**src/rtl/output_serializer_pkg.sv**
```systemverilog
// Shared constants and FSM encoding for the matrix-multiply output path.
package output_serializer_pkg;

  localparam int DEF_OUTPUT_FEATURES     = 8;
  localparam int DEF_LOG_OUTPUT_FEATURES = 3;
  localparam int DEF_OUTPUT_WIDTH        = 16;
  localparam int DEF_LOG_BATCH_SIZE      = 3;
  localparam int DEF_RESULT_WIDTH        = 8;
  localparam int DEF_SHIFT               = 4;

  typedef enum logic {
    ST_IDLE = 1'b0,
    ST_SEND = 1'b1
  } state_e;

endpackage

```
**src/rtl/output_serializer_row_fifo.sv**
```systemverilog
// Row buffer FIFO: power-of-two depth, simultaneous push/pop, occupancy count.
module row_fifo #(
  parameter int WIDTH     = 8,
  parameter int DEPTH_LOG = 3
) (
  input  logic                 clk,
  input  logic                 reset,
  input  logic                 push_i,
  input  logic                 pop_i,
  input  logic [WIDTH-1:0]     wdata_i,
  output logic [WIDTH-1:0]     rdata_o,
  output logic                 full_o,
  output logic                 empty_o,
  output logic [DEPTH_LOG:0]   count_o
);

  localparam int DEPTH = 1 << DEPTH_LOG;

  logic [WIDTH-1:0]   mem_q [DEPTH];
  logic [DEPTH_LOG:0] wr_ptr_q, wr_ptr_d;
  logic [DEPTH_LOG:0] rd_ptr_q, rd_ptr_d;

  // Extra pointer bit separates full from empty; count can never exceed DEPTH.
  assign count_o = wr_ptr_q - rd_ptr_q;
  assign full_o  = count_o[DEPTH_LOG];
  assign empty_o = (count_o == '0);
  assign rdata_o = mem_q[rd_ptr_q[DEPTH_LOG-1:0]];

  always_comb begin
    wr_ptr_d = wr_ptr_q;
    rd_ptr_d = rd_ptr_q;
    if (push_i) wr_ptr_d = wr_ptr_q + 1'b1;
    if (pop_i)  rd_ptr_d = rd_ptr_q + 1'b1;
  end

  always_ff @(posedge clk) begin
    if (push_i) mem_q[wr_ptr_q[DEPTH_LOG-1:0]] <= wdata_i;
  end

  always_ff @(posedge clk or posedge reset) begin
    if (reset) begin
      wr_ptr_q <= '0;
      rd_ptr_q <= '0;
    end else begin
      wr_ptr_q <= wr_ptr_d;
      rd_ptr_q <= rd_ptr_d;
    end
  end

endmodule

```
**src/rtl/output_serializer.sv**
```systemverilog
// Buffers result rows and streams them out one quantized feature per transfer.
module output_serializer
  import output_serializer_pkg::*;
#(
  parameter int OUTPUT_FEATURES     = DEF_OUTPUT_FEATURES,
  parameter int LOG_OUTPUT_FEATURES = DEF_LOG_OUTPUT_FEATURES,
  parameter int OUTPUT_WIDTH        = DEF_OUTPUT_WIDTH,
  parameter int LOG_BATCH_SIZE      = DEF_LOG_BATCH_SIZE,
  parameter int RESULT_WIDTH        = DEF_RESULT_WIDTH,
  parameter int SHIFT               = DEF_SHIFT
) (
  input  logic                                    clk,
  input  logic                                    reset,
  input  logic [OUTPUT_FEATURES*OUTPUT_WIDTH-1:0] outputData,
  input  logic [LOG_BATCH_SIZE-1:0]               outputAddr,
  input  logic                                    outputWrEn,
  output logic [RESULT_WIDTH-1:0]                 resultData,
  output logic [LOG_BATCH_SIZE-1:0]               resultRow,
  output logic [LOG_OUTPUT_FEATURES-1:0]          resultFeature,
  output logic                                    resultValid,
  input  logic                                    resultReady,
  output logic                                    resultLast,
  output logic                                    overflow,
  output state_e                                  dbg_state
);

  localparam int DATA_W = OUTPUT_FEATURES * OUTPUT_WIDTH;
  localparam int ROW_W  = LOG_BATCH_SIZE + DATA_W;
  localparam logic [LOG_OUTPUT_FEATURES-1:0] LAST_IDX =
    LOG_OUTPUT_FEATURES'(OUTPUT_FEATURES - 1);
  localparam logic signed [OUTPUT_WIDTH:0] RESULT_MAX =
    (OUTPUT_WIDTH+1)'((1 << RESULT_WIDTH) - 1);

  function automatic logic [RESULT_WIDTH-1:0] quantize(input logic [OUTPUT_WIDTH-1:0] raw);
    logic signed [OUTPUT_WIDTH:0] shifted;
    shifted = $signed({raw[OUTPUT_WIDTH-1], raw}) >>> SHIFT;
    if (shifted[OUTPUT_WIDTH])        return '0;
    else if (shifted > RESULT_MAX)    return '1;
    else                              return shifted[RESULT_WIDTH-1:0];
  endfunction

  state_e                           state_q;
  logic [LOG_OUTPUT_FEATURES-1:0]   feat_idx_q;
  logic                             valid_q;
  logic                             last_q;
  logic                             overflow_q;
  logic [RESULT_WIDTH-1:0]          data_q;
  logic [LOG_BATCH_SIZE-1:0]        row_q;
  logic [LOG_OUTPUT_FEATURES-1:0]   feature_q;

  logic [ROW_W-1:0]                 fifo_rdata;
  logic                             fifo_full, fifo_empty;
  logic [LOG_BATCH_SIZE:0]          fifo_count;
  logic [LOG_BATCH_SIZE-1:0]        head_addr;
  logic [DATA_W-1:0]                head_data;
  logic [OUTPUT_WIDTH-1:0]          head_feature;
  logic                             issue, row_done, push, drop;

  // The FIFO head is the row being sent; its slot is retired once the last
  // feature moves into the output register, so the next row follows with no gap.
  assign head_addr    = fifo_rdata[ROW_W-1 -: LOG_BATCH_SIZE];
  assign head_data    = fifo_rdata[DATA_W-1:0];
  assign head_feature = head_data[feat_idx_q*OUTPUT_WIDTH +: OUTPUT_WIDTH];

  // Handshake: a beat transfers on a rising edge where resultValid & resultReady;
  // while valid is high and ready low the output register holds every field.
  assign issue    = (state_q == ST_SEND) && (!valid_q || resultReady);
  assign row_done = issue && (feat_idx_q == LAST_IDX);
  assign push     = outputWrEn && (!fifo_full || row_done);
  assign drop     = outputWrEn && fifo_full && !row_done;

  row_fifo #(
    .WIDTH     (ROW_W),
    .DEPTH_LOG (LOG_BATCH_SIZE)
  ) u_row_fifo (
    .clk     (clk),
    .reset   (reset),
    .push_i  (push),
    .pop_i   (row_done),
    .wdata_i ({outputAddr, outputData}),
    .rdata_o (fifo_rdata),
    .full_o  (fifo_full),
    .empty_o (fifo_empty),
    .count_o (fifo_count)
  );

  always_ff @(posedge clk or posedge reset) begin
    if (reset) begin
      state_q    <= ST_IDLE;
      feat_idx_q <= '0;
      valid_q    <= 1'b0;
      last_q     <= 1'b0;
      overflow_q <= 1'b0;
      data_q     <= '0;
      row_q      <= '0;
      feature_q  <= '0;
    end else begin
      if (drop) overflow_q <= 1'b1;

      case (state_q)
        ST_IDLE: begin
          if (!fifo_empty) begin
            state_q    <= ST_SEND;
            feat_idx_q <= '0;
          end
        end
        ST_SEND: begin
          if (row_done) begin
            feat_idx_q <= '0;
            if (fifo_count <= (LOG_BATCH_SIZE+1)'(1)) state_q <= ST_IDLE;
          end else if (issue) begin
            feat_idx_q <= feat_idx_q + 1'b1;
          end
        end
        default: state_q <= ST_IDLE;
      endcase

      if (issue) begin
        valid_q   <= 1'b1;
        data_q    <= quantize(head_feature);
        row_q     <= head_addr;
        feature_q <= feat_idx_q;
        last_q    <= (feat_idx_q == LAST_IDX);
      end else if (valid_q && resultReady) begin
        valid_q   <= 1'b0;
        last_q    <= 1'b0;
      end
    end
  end

  assign resultValid   = valid_q;
  assign resultLast    = last_q;
  assign resultData    = data_q;
  assign resultRow     = row_q;
  assign resultFeature = feature_q;
  assign overflow      = overflow_q;
  assign dbg_state     = state_q;

endmodule

```
**config.mk**
```make
export PLATFORM = sky130hd
export DESIGN_NAME = output_serializer
export DESIGN_NICKNAME = d
export VERILOG_FILES = /design/src/rtl/output_serializer_pkg.sv /design/src/rtl/output_serializer_row_fifo.sv /design/src/rtl/output_serializer.sv
export SDC_FILE = /design/constraint.sdc
export NUM_CORES = 1
export LEC_CHECK = 0
export CAP_MARGIN = 15
export CORE_MARGIN = 3
export CORE_UTILIZATION = 40
export CTS_CLUSTER_DIAMETER = 100
export CTS_CLUSTER_SIZE = 12
export DETAILED_ROUTE_END_ITERATION = 8
export PLACE_DENSITY = 0.64
export REMOVE_ABC_BUFFERS = 1
export SLEW_MARGIN = 20
export SYNTH_ARGS = -nofsm -noshare
export SYNTH_HDL_FRONTEND = slang
export SYNTH_SLANG_ARGS = --single-unit
```
**constraint.sdc**
```tcl
create_clock -name clk -period 9.7 [get_ports clk]
set_input_delay 1.94 -clock clk [delete_from_list [all_inputs] [get_ports clk]]
set_output_delay 1.94 -clock clk [all_outputs]
set_load 0.01 [all_outputs]
```
[After elaboration in Yosys (flattened, before gate mapping)]
Memories as Yosys holds them, arrays and structs flattened.
Cells that the tools add are included.
Widths: inputs -> output; s select.
Storage, ports and cells
  memories kept: 1
  bits of input ports: 135
  word-level logic and storage cells: 51
  flip-flop bits (word level): 29
  memory bits (writable): 1048
  output and inout bits: 18
Memory list
  u_row_fifo.mem_q: depth 8, bits a word 131, rd ports 1, clocked after memory_dff 0, wr ports 1, line output_serializer_row_fifo.sv:19  | logic [WIDTH-1:0] mem_q [DEPTH];
Cells by class
  mux-type cells: 15
  order comparisons: 2
  bitwise logic cells: 1
  shifts and indexed selects: 1
  add/subtract/negate cells: 4
  reductions and logical operators: 14
  equality and inequality tests: 3
Operator list (number)
  $shiftx 128x8->16: 1
  $mux 8: 2
  $gt 12x9->1 const B: 1
  $mux 3: 3
  $add 4x1->4 const B: 2
  $mux 1: 8
  $logic_and 1x1->1: 6
  $pmux 3 s2: 1
  $le 4x1->1 const B: 1
  $logic_not 4->1: 1
  $sub 4x4->4: 1
  $add 3x1->3 const B: 1
  $eq 3x3->1 const B: 1
  $logic_not 1->1: 3
  $ne 3x1->1 const B: 1
  $logic_or 1x1->1: 2
  $ne 2x2->1 const B: 1
  $pmux 1 s2: 1
  $reduce_and 2->1: 1
  $reduce_bool 2->1: 1
  $not 1->1: 1

[Depth between registers and ports, before layout]
Gate-level depths: netlist (run 1).
  depth in word-level cells: 8
  mapped depth: 11
  mapped depth without buffers: 9

[Cells and area by module]
Synthesis (run 1) repeated with hierarchy kept, for this count alone.
Second synthesis, totals
  cells, all modules: 1980
  area, all modules: 41757.5 um^2
By module, submodules not included
  row_fifo: sequential area each 31670.4 um^2, area each 40142.2 um^2, instances 1, cells each 1845
  output_serializer: sequential area each 525.5 um^2, area each 1615.3 um^2, instances 1, cells each 135

[Least setup slack after synthesis (run 1)]
Ideal clock, no wire load.
  path kind: input to register
  start: in resultReady
  end: mem u_row_fifo.mem_q[2][100] in the netlist's numbering (enable)
  required time: 9.002 ns
  library setup time: 0.698 ns
  path buffers: 1
  data arrival time: 10.226 ns
  cell stages on the path: 6
  path slack: -1.225 ns
  cell sequence: nand2b_1 > and3_1 > clkbuf_1 > o21ai_0 > or2_2 > nor3b_1
Between the ends
  longest elaborated chain between the ends: 7
RTL lines
  start: declaration: line output_serializer.sv:21  | input logic resultReady,
  $logic_or 1x1->1: line output_serializer.sv:67  | assign issue = (state_q == ST_SEND) && (!valid_q || resultReady);
  $logic_and 1x1->1: line output_serializer.sv:67
  $logic_and 1x1->1: line output_serializer.sv:68  | assign row_done = issue && (feat_idx_q == LAST_IDX);
  $logic_or 1x1->1: line output_serializer.sv:69  | assign push = outputWrEn && (!fifo_full || row_done);
  $logic_and 1x1->1: line output_serializer.sv:69
  $mux 1: line output_serializer_row_fifo.sv:37  | if (push_i) mem_q[wr_ptr_q[DEPTH_LOG-1:0]] <= wdata_i;
  $mux 1 (implied by the code): line output_serializer_row_fifo.sv:37
  end: declaration: line output_serializer_row_fifo.sv:19
Every way passes these cells.

[Worst setup path in the final report (run 1)]
  start: reg u_row_fifo.rd_ptr_q[1]
  end: mem u_row_fifo.mem_q[1][21] in the netlist's numbering (enable)
Between the ends
  longest elaborated chain between the ends: 6
RTL lines
  start: declaration: line output_serializer_row_fifo.sv:21  | logic [DEPTH_LOG:0] rd_ptr_q, rd_ptr_d;
  start signal: assignment: line output_serializer_row_fifo.sv:46  | rd_ptr_q <= rd_ptr_d;
  $sub 4x4->4: line output_serializer_row_fifo.sv:24  | assign count_o = wr_ptr_q - rd_ptr_q;
  $logic_not 1->1: line output_serializer.sv:69
  $logic_or 1x1->1: line output_serializer.sv:69
  $logic_and 1x1->1: line output_serializer.sv:69
  $mux 1: line output_serializer_row_fifo.sv:37
  $mux 1 (implied by the code): line output_serializer_row_fifo.sv:37
Every way passes these cells.

==> flow_summary.toml, run 1 <==
[timing]
maxSlewHeadroom = 0.258
final-setup-viol-count = 0
fmax_ghz = 0.208
drv_slew = 0
tightest_slew_ns = 1.11
skew_ns = 0.0209
hold_viol_final = 0
hold_ws_ns = 0.459
period_share = 0.496
fin_crit_ns = 4.81
rsz0062_at_grt = "no"
layout_setup_ws_ns = 4.89

[drt]
routedWlPerCell_um = 24.9
vias_per_cell = 5.42
drc = 0
wirelength_mm = 63.9
num_vias = 13900
drt_iter0_markers = 1127
drt.antenna.violating_nets = 0
drt_pre_antenna_iters = 5

[grt]
antenna_found_initial = 8
grt-ovfl-total = 0
track_usage = 0.159
grt_pass1_wl_mm = 96.1
grt_pass1_vias = 14900
grt_max_degree = 107

[cells_and_area]
drive_gt1_frac = 0.210
areaGrowthSynthToFinish_pct = 15.0
finalNetCount = 1647
fin_util = 0.466
fin_area_sq_um = 35500
fill_cells = 6134
fin_cells = 2569

[clock_network]
clk_path_buf_depth = 3
ctsHtreeMaxLevel = 3
cts_setup_buffers = 0
clk_pin_slew_ns = 0.06
hold_buffers = 0
numCtsBuffers = 78
cts.sinks = 821
cts_tree = "yes"
cts-resized-gates = 0
insertion_delay_ns = 0.61
cts_root_buf = "clkbuf_16"

[placement]
place_ws_ns = 4.27
port_buffers = 120
routabilityCongestion = 0.739
placed_area_sq_um = 33300
placed_cells_incl_taps = 2454
dp_hpwl_mm = 35.5

[power_and_ir_drop]
p_clk_frac = 0.272
pwr-share-comb = 0.256
p_seq_frac = 0.472
p_sw_frac = 0.281
intPower_mw = 7.18
p_sw_mw = 2.80
p_leak_nw = 11.0
ir_drop_mv = 0.246
p_per_area_nw_per_um2 = 281

[synth]
synth_edf_count = 792
avgSynthCellArea_sq_um = 23.1
synth_cell_type_count = 52
syn_area_sq_um = 30900
synth_seq_cells = 821
synth-seq-area-share = 0.793
yosysWarningCount = 0
syn_inst = 1340
async_flop_share = 0.0353
ys.flop_type = "edfxtp_1"

[worst_setup_path]
cp-end-kind = "flip-flop"
worstPathMaxFanout = 48
start_kind = "flip-flop"
critical_path_class = "flip-flop to flip-flop"
crit_arrival_ns = 5.04
worst_ep_required_time_ns = 9.93

[die]
fp-row-count = 101
die_area_sq_um = 80600
die_x_um = 284
die_h_um = 284
io_pins = 153
coreArea_sq_um = 76200
initial_core_util = 0.406

[run_status]
status = "finished, final reports clean"

[run]
maxCapViolations = 0

[min_path]
hold_class = "flip-flop to flip-flop"
## placed cells by master, fill, tap and decap left out, types with 3 or more instances in the layout
cell and instances:
a22oi_1 17, mux4_2 190, mux4_1 4, o31ai_1 3, nand4_1 5, clkdlybuf4s50_1 120
inv_6 3, o221a_1 8, a21o_1 4, edfxtp_1 792, clkbuf_16 82, nor4_1 17
clkbuf_1 24, nand2_1 30, inv_1 8, a31oi_1 6, buf_4 27, diode_2 5
a21oi_1 20, nor2_1 24, xor2_1 4, dfrtp_4 3, nor3_1 25, o311ai_0 3
a211oi_1 8, or3_1 4, o221ai_1 3, nor3_2 4, nor2b_1 3, xnor2_1 5
dfrtp_1 26, nand3_1 5, ha_1 7, o21ai_0 6, mux2i_1 11
## stage by stage
step | power, mW | setup TNS, ns
3_3_place_gp | 7.35 | 0
5_1_grt | 10.5 | 0
6_report | 9.99 | 0
3_5_place_dp | 7.40 | 0
4_1_cts | 10.1 | 0
2_1_floorplan | 6.87 | -3925.67
## Yosys cell counts, types with 2 or more instances
| cell type | count | area, sq um |
|---|---|---|
| nand3_1 | 5 | 25.0 |
| nor3_1 | 29 | 145 |
| xor2_1 | 4 | 35.0 |
| o221ai_1 | 3 | 26.3 |
| or3_1 | 4 | 25.0 |
| o21ai_0 | 6 | 30.0 |
| nor2b_1 | 4 | 25.0 |
| nand2b_1 | 2 | 12.5 |
| o311a_1 | 2 | 20.0 |
| a21oi_1 | 20 | 100 |
| a31oi_1 | 6 | 37.5 |
| nand2_1 | 30 | 113 |
| o31ai_1 | 3 | 22.5 |
| a22oi_1 | 17 | 128 |
| dfrtp_1 | 29 | 726 |
| nor4_1 | 17 | 106 |
| ha_1 | 7 | 87.6 |
| buf_1 | 9 | 33.8 |
| buf_2 | 20 | 100 |
| nor2_1 | 27 | 101 |
| a21o_1 | 4 | 30.0 |
| o221a_1 | 8 | 90.1 |
| o2111ai_1 | 2 | 17.5 |
| nand4_1 | 5 | 31.3 |
| o211ai_1 | 2 | 15.0 |
| o311ai_0 | 3 | 26.3 |
| buf_4 | 8 | 60.1 |
| buf_6 | 6 | 67.6 |
| a211oi_1 | 8 | 60.1 |
| nor4b_1 | 2 | 17.5 |
| clkbuf_1 | 21 | 78.8 |
| nor3b_1 | 2 | 15.0 |
| and2_1 | 2 | 12.5 |
| xnor2_1 | 5 | 43.8 |
| inv_1 | 8 | 30.0 |
| mux4_1 | 4 | 105 |
| mux2i_1 | 11 | 110 |
| edfxtp_1 | 792 | 23800 |
| mux4_2 | 190 | 4280 |
## flip-flops by register name, indices dropped and copies added, names as in the netlist
register,cells
overflow,1
u_row_fifo.wr_ptr_q,4
resultFeature,3
resultRow,3
resultLast,1
u_row_fifo.rd_ptr_q,4
dbg_state,1
u_row_fifo.mem_q,792
resultValid,1
feat_idx_q,3
resultData,8
## metal layers
layer | track usage | share of wire
met5 | 0 | 0.00053
met4 | 0.0468 | 0.018
met3 | 0.0347 | 0.063
met2 | 0.263 | 0.50
met1 | 0.214 | 0.42
## final timing paths
kind                                               startpoint                            endpoint  slack, ns  depth (start not counted)
max                        u_row_fifo.rd_ptr_q[1]$_DFFE_PP0P_   u_row_fifo.mem_q[1][21]$_DFFE_PP_       4.89                         10
min                                      overflow$_DFFE_PP0P_                overflow$_DFFE_PP0P_       0.46                          1
max reg2reg                u_row_fifo.rd_ptr_q[1]$_DFFE_PP0P_   u_row_fifo.mem_q[1][21]$_DFFE_PP_       4.89                         10
min reg2reg                              overflow$_DFFE_PP0P_                overflow$_DFFE_PP0P_       0.46                          1
max in group asynchronous                               reset  u_row_fifo.rd_ptr_q[0]$_DFFE_PP0P_       7.60                          3
min in group asynchronous                               reset                overflow$_DFFE_PP0P_       1.75                          3
## cells by family (layout without fill, tap and decap cells)
kind of cell               after synthesis  after routing  share of synthesized area
AOI/OAI and AO/OA                       88             88                     0.0210
muxes                                  206            206                      0.146
xor gates and xnor gates                 9              9                    0.00255
buffers and inverters                   75            269                     0.0129
DFF                                    821            821                      0.793
other                                    0              5                          0
and+or+nand+nor                        133            133                     0.0213
adders and majority gates                8              8                    0.00348
## area by class of cell
cell class / count / area [sq um] / area share
diodes: 5 / 12.5 / 0.000352
clock buffers: 106 / 2140 / 0.0603
clock inverters: 4 / 42.5 / 0.00120
inverters: 10 / 38.8 / 0.00109
multi-input cells: 444 / 6050 / 0.170
repair buffers: 149 / 1440 / 0.0406
well taps: 1030 / 1290 / 0.0363
flip-flops and latches: 821 / 24500 / 0.690
## worst max-delay path: stages (launching register included)
cell	delay, ns
dfrtp_4	0.67
clkinv_1	0.50
ha_1	0.45
a21o_1	0.18
a21o_1	0.18
xnor2_1	0.36
o21ai_0	0.30
or2_2	0.42
nor3_2	0.18
buf_4	0.40
buf_4	0.66
## power by group through the flow
| stage | logic, mW | clock network [mW] | registers [mW] |
|---|---|---|---|
| 6_report | 2.56 | 2.72 | 4.71 |
| 5_1_grt | 2.76 | 2.93 | 4.76 |
| 4_1_cts | 2.62 | 2.79 | 4.72 |
| 3_5_place_dp | 2.61 | 0 | 4.79 |
| 3_3_place_gp | 2.59 | 0 | 4.76 |
| 2_1_floorplan | 1.84 | 0 | 5.03 |
Note: power is estimated with default switching activity, not from simulation.
==> run 2: changes to the inputs <==
- clock period: 9.7 -> 4.3 ns (I/O delays scaled with it)
==> run 2 against run 1 <==
Effect of this change:
- global-route usage rose by 0.061 points
- largest cell class unchanged
- critical endpoint is now u_row_fifo.mem_q[2][75]$_DFFE_PP_
- sequential share of layout area fell by 0.53 points
- count of clock-buffer cells in the layout fell by 1
==> flow_summary.toml, run 2 (same netlist as run 1, synthesis figures left out) <==
[run_status]
status = "finished, final reports clean"

[clock_network]
clk_path_buf_depth = 3
cts.sinks = 821
ctsHtreeMaxLevel = 3
cts-resized-gates = 0
numCtsBuffers = 78
hold_buffers = 0
cts_root_buf = "clkbuf_16"
cts_setup_buffers = 0
cts_tree = "yes"
clk_pin_slew_ns = 0.06
insertion_delay_ns = 0.61

[drt]
drc = 0
top_layer = "met5"
drt.antenna.violating_nets = 0
dr_wl_met3_mm = 4.09
wl_met1_mm = 27.2
wirelength_mm = 63.9
drt_iter0_markers = 1077
routed-wl-met2_mm = 31.5
routedWlPerCell_um = 24.8
num_vias = 14000
vias_per_cell = 5.45
drt_pre_antenna_iters = 5

[placement]
place_ws_ns = 0.573
port_buffers = 120
placed_cells_incl_taps = 2464
dp_hpwl_mm = 35.7
routabilityCongestion = 0.736

[timing]
rsz0062_at_grt = "no"
fmax_ghz = 0.269
layout_setup_ws_ns = 0.580
tightest_slew_ns = 0.889
skew_ns = 0.0266
hold_viol_final = 0
maxSlewHeadroom = 0.408
final-setup-viol-count = 0
fin_crit_ns = 3.72
period_share = 0.865
drv_slew = 0

[cells_and_area]
drive_gt1_frac = 0.214
fin_util = 0.470
fin_cells = 2575
largest_reg_flops = 792
areaGrowthSynthToFinish_pct = 15.9
final_common_cell = "edfxtp_1"
layout_common_cells = "edfxtp_1, mux4_2, clkdlybuf4s50_1"
fill_cells = 6164
finalNetCount = 1657

[grt]
grt_max_degree = 94
antenna_found_initial = 5
track_usage = 0.160
grt_pass1_wl_mm = 96.4
grt-ovfl-total = 0
grt_pass1_vias = 14900

[die]
coreArea_sq_um = 76200
die_area_sq_um = 80600
fp-row-count = 101
io_pins = 153
die_x_um = 284
die_h_um = 284
initial_core_util = 0.406

[worst_setup_path]
cp-end-kind = "flip-flop"
slowest_stage = "dfrtp_1"
crit_arrival_ns = 3.98
worst_ep_required_time_ns = 4.56
critical_path_class = "flip-flop to flip-flop"
worstPathCellList = "ha_1 -> a21o_1 -> a21o_1 -> xnor2_1 -> o21ai_0 -> buf_4 -> or2_2 -> nor3b_2 -> buf_4"
worstPathMaxFanout = 20
start_kind = "flip-flop"
critPathMaxStageDelay_ns = 0.61

[power_and_ir_drop]
p_leak_nw = 11.1
p_per_area_nw_per_um2 = 633
ir_drop_mv = 0.621
p_total_mw = 22.7

[run]
maxCapViolations = 0

[min_path]
hold_class = "flip-flop to flip-flop"
## run 2: cell count changes in the layout (fill, tap and decap cells not counted), sizes merged
cell / delta
buf: +10
clkbuf: -1
inv: -1
diode: -3
clkinv: +1
## run 2: layout make-up
cell class                 count  area [sq um]  area share
multi-input combinational    444          6050       0.169
sequential                   821         24500       0.685
clock buffer                 105          2120      0.0591
tap                         1030          1290      0.0360
clock inverter                 4          50.0     0.00140
antenna                        2          5.00    0.000140
inverter                      10          38.8     0.00108
timing repair buffer         159          1740      0.0487
## run 2: power by group
| group | total [mW] | switching (mW) | internal, mW |
|---|---|---|---|
| combinational | 6.14 | 3.31 | 2.83 |
| clock | 6.07 | 2.66 | 3.41 |
| sequential | 10.5 | 0.392 | 10.1 |
| total | 22.7 | 6.36 | 16.3 |
## run 2: path summary, 6_finish.rpt
kind | start | to | slack [ns] | cells after the start
max | u_row_fifo.wr_ptr_q[1]$_DFFE_PP0P_ | u_row_fifo.mem_q[2][75]$_DFFE_PP_ | 0.58 | 9
min | overflow$_DFFE_PP0P_ | overflow$_DFFE_PP0P_ | 0.46 | 1
max reg2reg | u_row_fifo.wr_ptr_q[1]$_DFFE_PP0P_ | u_row_fifo.mem_q[2][75]$_DFFE_PP_ | 0.58 | 9
min reg2reg | overflow$_DFFE_PP0P_ | overflow$_DFFE_PP0P_ | 0.46 | 1
max in group asynchronous | reset | u_row_fifo.rd_ptr_q[2]$_DFFE_PP0P_ | 3.25 | 3
min in group asynchronous | reset | resultLast$_DFFE_PP0P_ | 0.65 | 3
## run 2: critical path: cells and delay by family, from the launching register on
family / cells / cell delay, ns
compound gates: 3 / 0.55
xor+xnor: 1 / 0.39
fa+ha+maj: 1 / 0.33
buf+inv: 2 / 0.62
flops: 1 / 0.61
simple gates: 2 / 0.86
## run 2: layer usage
layer | GRT usage | up-vias
met1 | 0.219 | 7467
met5 | 0 | -
li1 | - | 6038
met4 | 0.0396 | 6
met3 | 0.0330 | 86
met2 | 0.263 | 426
## run 2: per-stage QoR
step | hold WS [ns] | TNS [ns] | cell area (sq um)
after floorplan | 0.462 | -8289.24 | 30500
after global placement | 0.450 | 0 | 33600
after detailed placement | 0.453 | 0 | 33600
after CTS | 0.463 | 0 | 35800
after global routing | 0.478 | 0 | 35800
final | 0.459 | 0 | 35800
==> run 3: changes to the inputs <==
- CORE_UTILIZATION: 40 -> 36
- PLACE_DENSITY: 0.64 -> 0.59
==> run 3 against run 2 <==
Effect of this change:
- maximum frequency rose by 1.8%
- non-clock buffer count rose by 4
- die area rose by 11%
- register-to-register slack improved by 0.06 ns
- critical path depth rose by 1
- hold slack improved by 0.032 ns
- largest cell class unchanged
==> flow_summary.toml, run 3 (same netlist as run 1, synthesis figures left out) <==
[clock_network]
clk_pin_slew_ns = 0.06
insertion_delay_ns = 0.62
cts.sinks = 821
cts_tree = "yes"
ctsHtreeMaxLevel = 3
cts_root_buf = "clkbuf_16"
hold_buffers = 0
numCtsBuffers = 78
clk_path_buf_depth = 3
cts-resized-gates = 0
cts_setup_buffers = 0

[timing]
period_share = 0.850
tightest_slew_ns = 0.930
fin_crit_ns = 3.66
hold_viol_final = 0
final-setup-viol-count = 0
skew_ns = 0.0234
rsz0062_at_grt = "no"
fmax_ghz = 0.274
drv_slew = 0
maxSlewHeadroom = 0.377
hold_ws_ns = 0.491

[drt]
drc = 0
dr_wl_met3_mm = 4.48
wirelength_mm = 65.1
routed-wl-met2_mm = 32.1
drt.antenna.violating_nets = 0
drt_pre_antenna_iters = 5
num_vias = 13900
wl_met1_mm = 27.4
vias_per_cell = 5.18
top_layer = "met5"
routedWlPerCell_um = 24.2
drt_iter0_markers = 1103

[worst_setup_path]
path_buf_inv = 3
worstPathMaxFanout = 66
worstPathCellList = "clkinv_1 -> ha_1 -> a21o_1 -> a21o_1 -> xnor2_1 -> buf_4 -> o21ai_0 -> or2_2 -> nor3b_2 -> buf_12"
crit_arrival_ns = 3.91
rr_worst_depth = 10
crit_family = "simple AND/OR/NAND/NOR gates"
regToRegStartpoint = "u_row_fifo.rd_ptr_q[1]$_DFFE_PP0P_"
start_kind = "flip-flop"
crit_end = "u_row_fifo.mem_q[2][43]$_DFFE_PP_"
critPathMaxStageDelay_ns = 0.70
rrSetupSlack_ns = 0.64
critical_path_class = "flip-flop to flip-flop"
critical_path.most_common_cell = "a21o_1"
worst_ep_required_time_ns = 4.55
r2r_end = "u_row_fifo.mem_q[2][43]$_DFFE_PP_"
slowest_stage = "dfrtp_4"
crit_cells = 10
cp-end-kind = "flip-flop"
cp-startpoint = "u_row_fifo.rd_ptr_q[1]$_DFFE_PP0P_"

[cells_and_area]
largest_reg_flops = 792
layout_common_cells = "edfxtp_1, mux4_2, clkdlybuf4s50_1"
areaGrowthSynthToFinish_pct = 16.5
finalNetCount = 1661
drive_gt1_frac = 0.216
final_common_cell = "edfxtp_1"
fill_cells = 7242
fin_util = 0.427

[run_status]
status = "finished, final reports clean"

[power_and_ir_drop]
ir_drop_mv = 0.494
p_total_mw = 22.8
p_leak_nw = 11.1
p_per_area_nw_per_um2 = 632

[grt]
track_usage = 0.147
grt-ovfl-total = 0
grt_pass1_wl_mm = 97.9
grt_pass1_vias = 15000
grt_max_degree = 102
antenna_found_initial = 10

[die]
initial_core_util = 0.366
coreArea_sq_um = 84400
io_pins = 153
fp-row-count = 106
die_area_sq_um = 89400
die_x_um = 299
die_h_um = 299

[placement]
port_buffers = 120
routabilityCongestion = 0.755
dp_hpwl_mm = 36.8

[run]
maxCapViolations = 0

[min_path]
hold_class = "flip-flop to flip-flop"
==> run 3: cell count changes in the layout (fill, tap and decap cells not counted), sizes merged <==
cell,delta
clkinv,-1
clkbuf,+8
buf,+4
inv,+1
diode,+2
==> run 3: cell type report <==
class,count,area (sq um),share of cell area
timing repair buffer,163,1750,0.0486
sequential,821,24500,0.681
tap,1134,1420,0.0394
antenna,4,10.0,0.000278
clock inverter,4,42.5,0.00118
clock buffer,113,2170,0.0602
multi-input combinational,444,6050,0.168
inverter,10,38.8,0.00108
==> run 3: worst min-delay path, stage by stage (launching register included) <==
cell,delay (ns)
dfrtp_1,0.35
nand2_1,0.05
nand2_1,0.06
==> run 3: worst min-delay path by stage <==
stage / from / to / slack, ns / cells after the start
global route: u_row_fifo.rd_ptr_q[3]$_DFFE_PP0P_ / u_row_fifo.rd_ptr_q[3]$_DFFE_PP0P_ / 0.51 / 1
detailed placement: resultFeature[1]$_DFFE_PP0P_ / resultFeature[1]$_DFFE_PP0P_ / 0.48 / 2
global placement: resultFeature[0]$_DFFE_PP0P_ / resultFeature[0]$_DFFE_PP0P_ / 0.47 / 2
finish: resultFeature[1]$_DFFE_PP0P_ / resultFeature[1]$_DFFE_PP0P_ / 0.49 / 2
floorplan: u_row_fifo.wr_ptr_q[3]$_DFFE_PP0P_ / u_row_fifo.wr_ptr_q[3]$_DFFE_PP0P_ / 0.46 / 1
CTS: resultFeature[1]$_DFFE_PP0P_ / resultFeature[1]$_DFFE_PP0P_ / 0.49 / 2
==> run 3: through the flow <==
step	setup slack, ns	instance area [sq um]	std cells	setup TNS, ns
final	0.644	36000	2693	0
after global routing	0.407	36000	2689	0
after CTS	0.592	36000	2689	0
after detailed placement	0.563	33800	2572	0
after global placement	0.584	33800	2572	0
after floorplan	-11.59	30500	1275	-8289.24
==> run 3: per-layer routing <==
metal  global-route usage  up-vias
met5                    0        -
li1                     -     6054
met4               0.0409       10
met2                0.240      384
met3               0.0368       85
met1                0.197     7414
==> run 3: report_power, final <==
| group | internal (mW) | total [mW] | switching (mW) | leakage (nW) |
|---|---|---|---|---|
| Clock | 3.47 | 6.16 | 2.69 | 1.07 |
| Sequential | 10.1 | 10.5 | 0.439 | 7.49 |
| Combinational | 2.86 | 6.10 | 3.24 | 2.54 |
| Total | 16.4 | 22.8 | 6.37 | 11.1 |
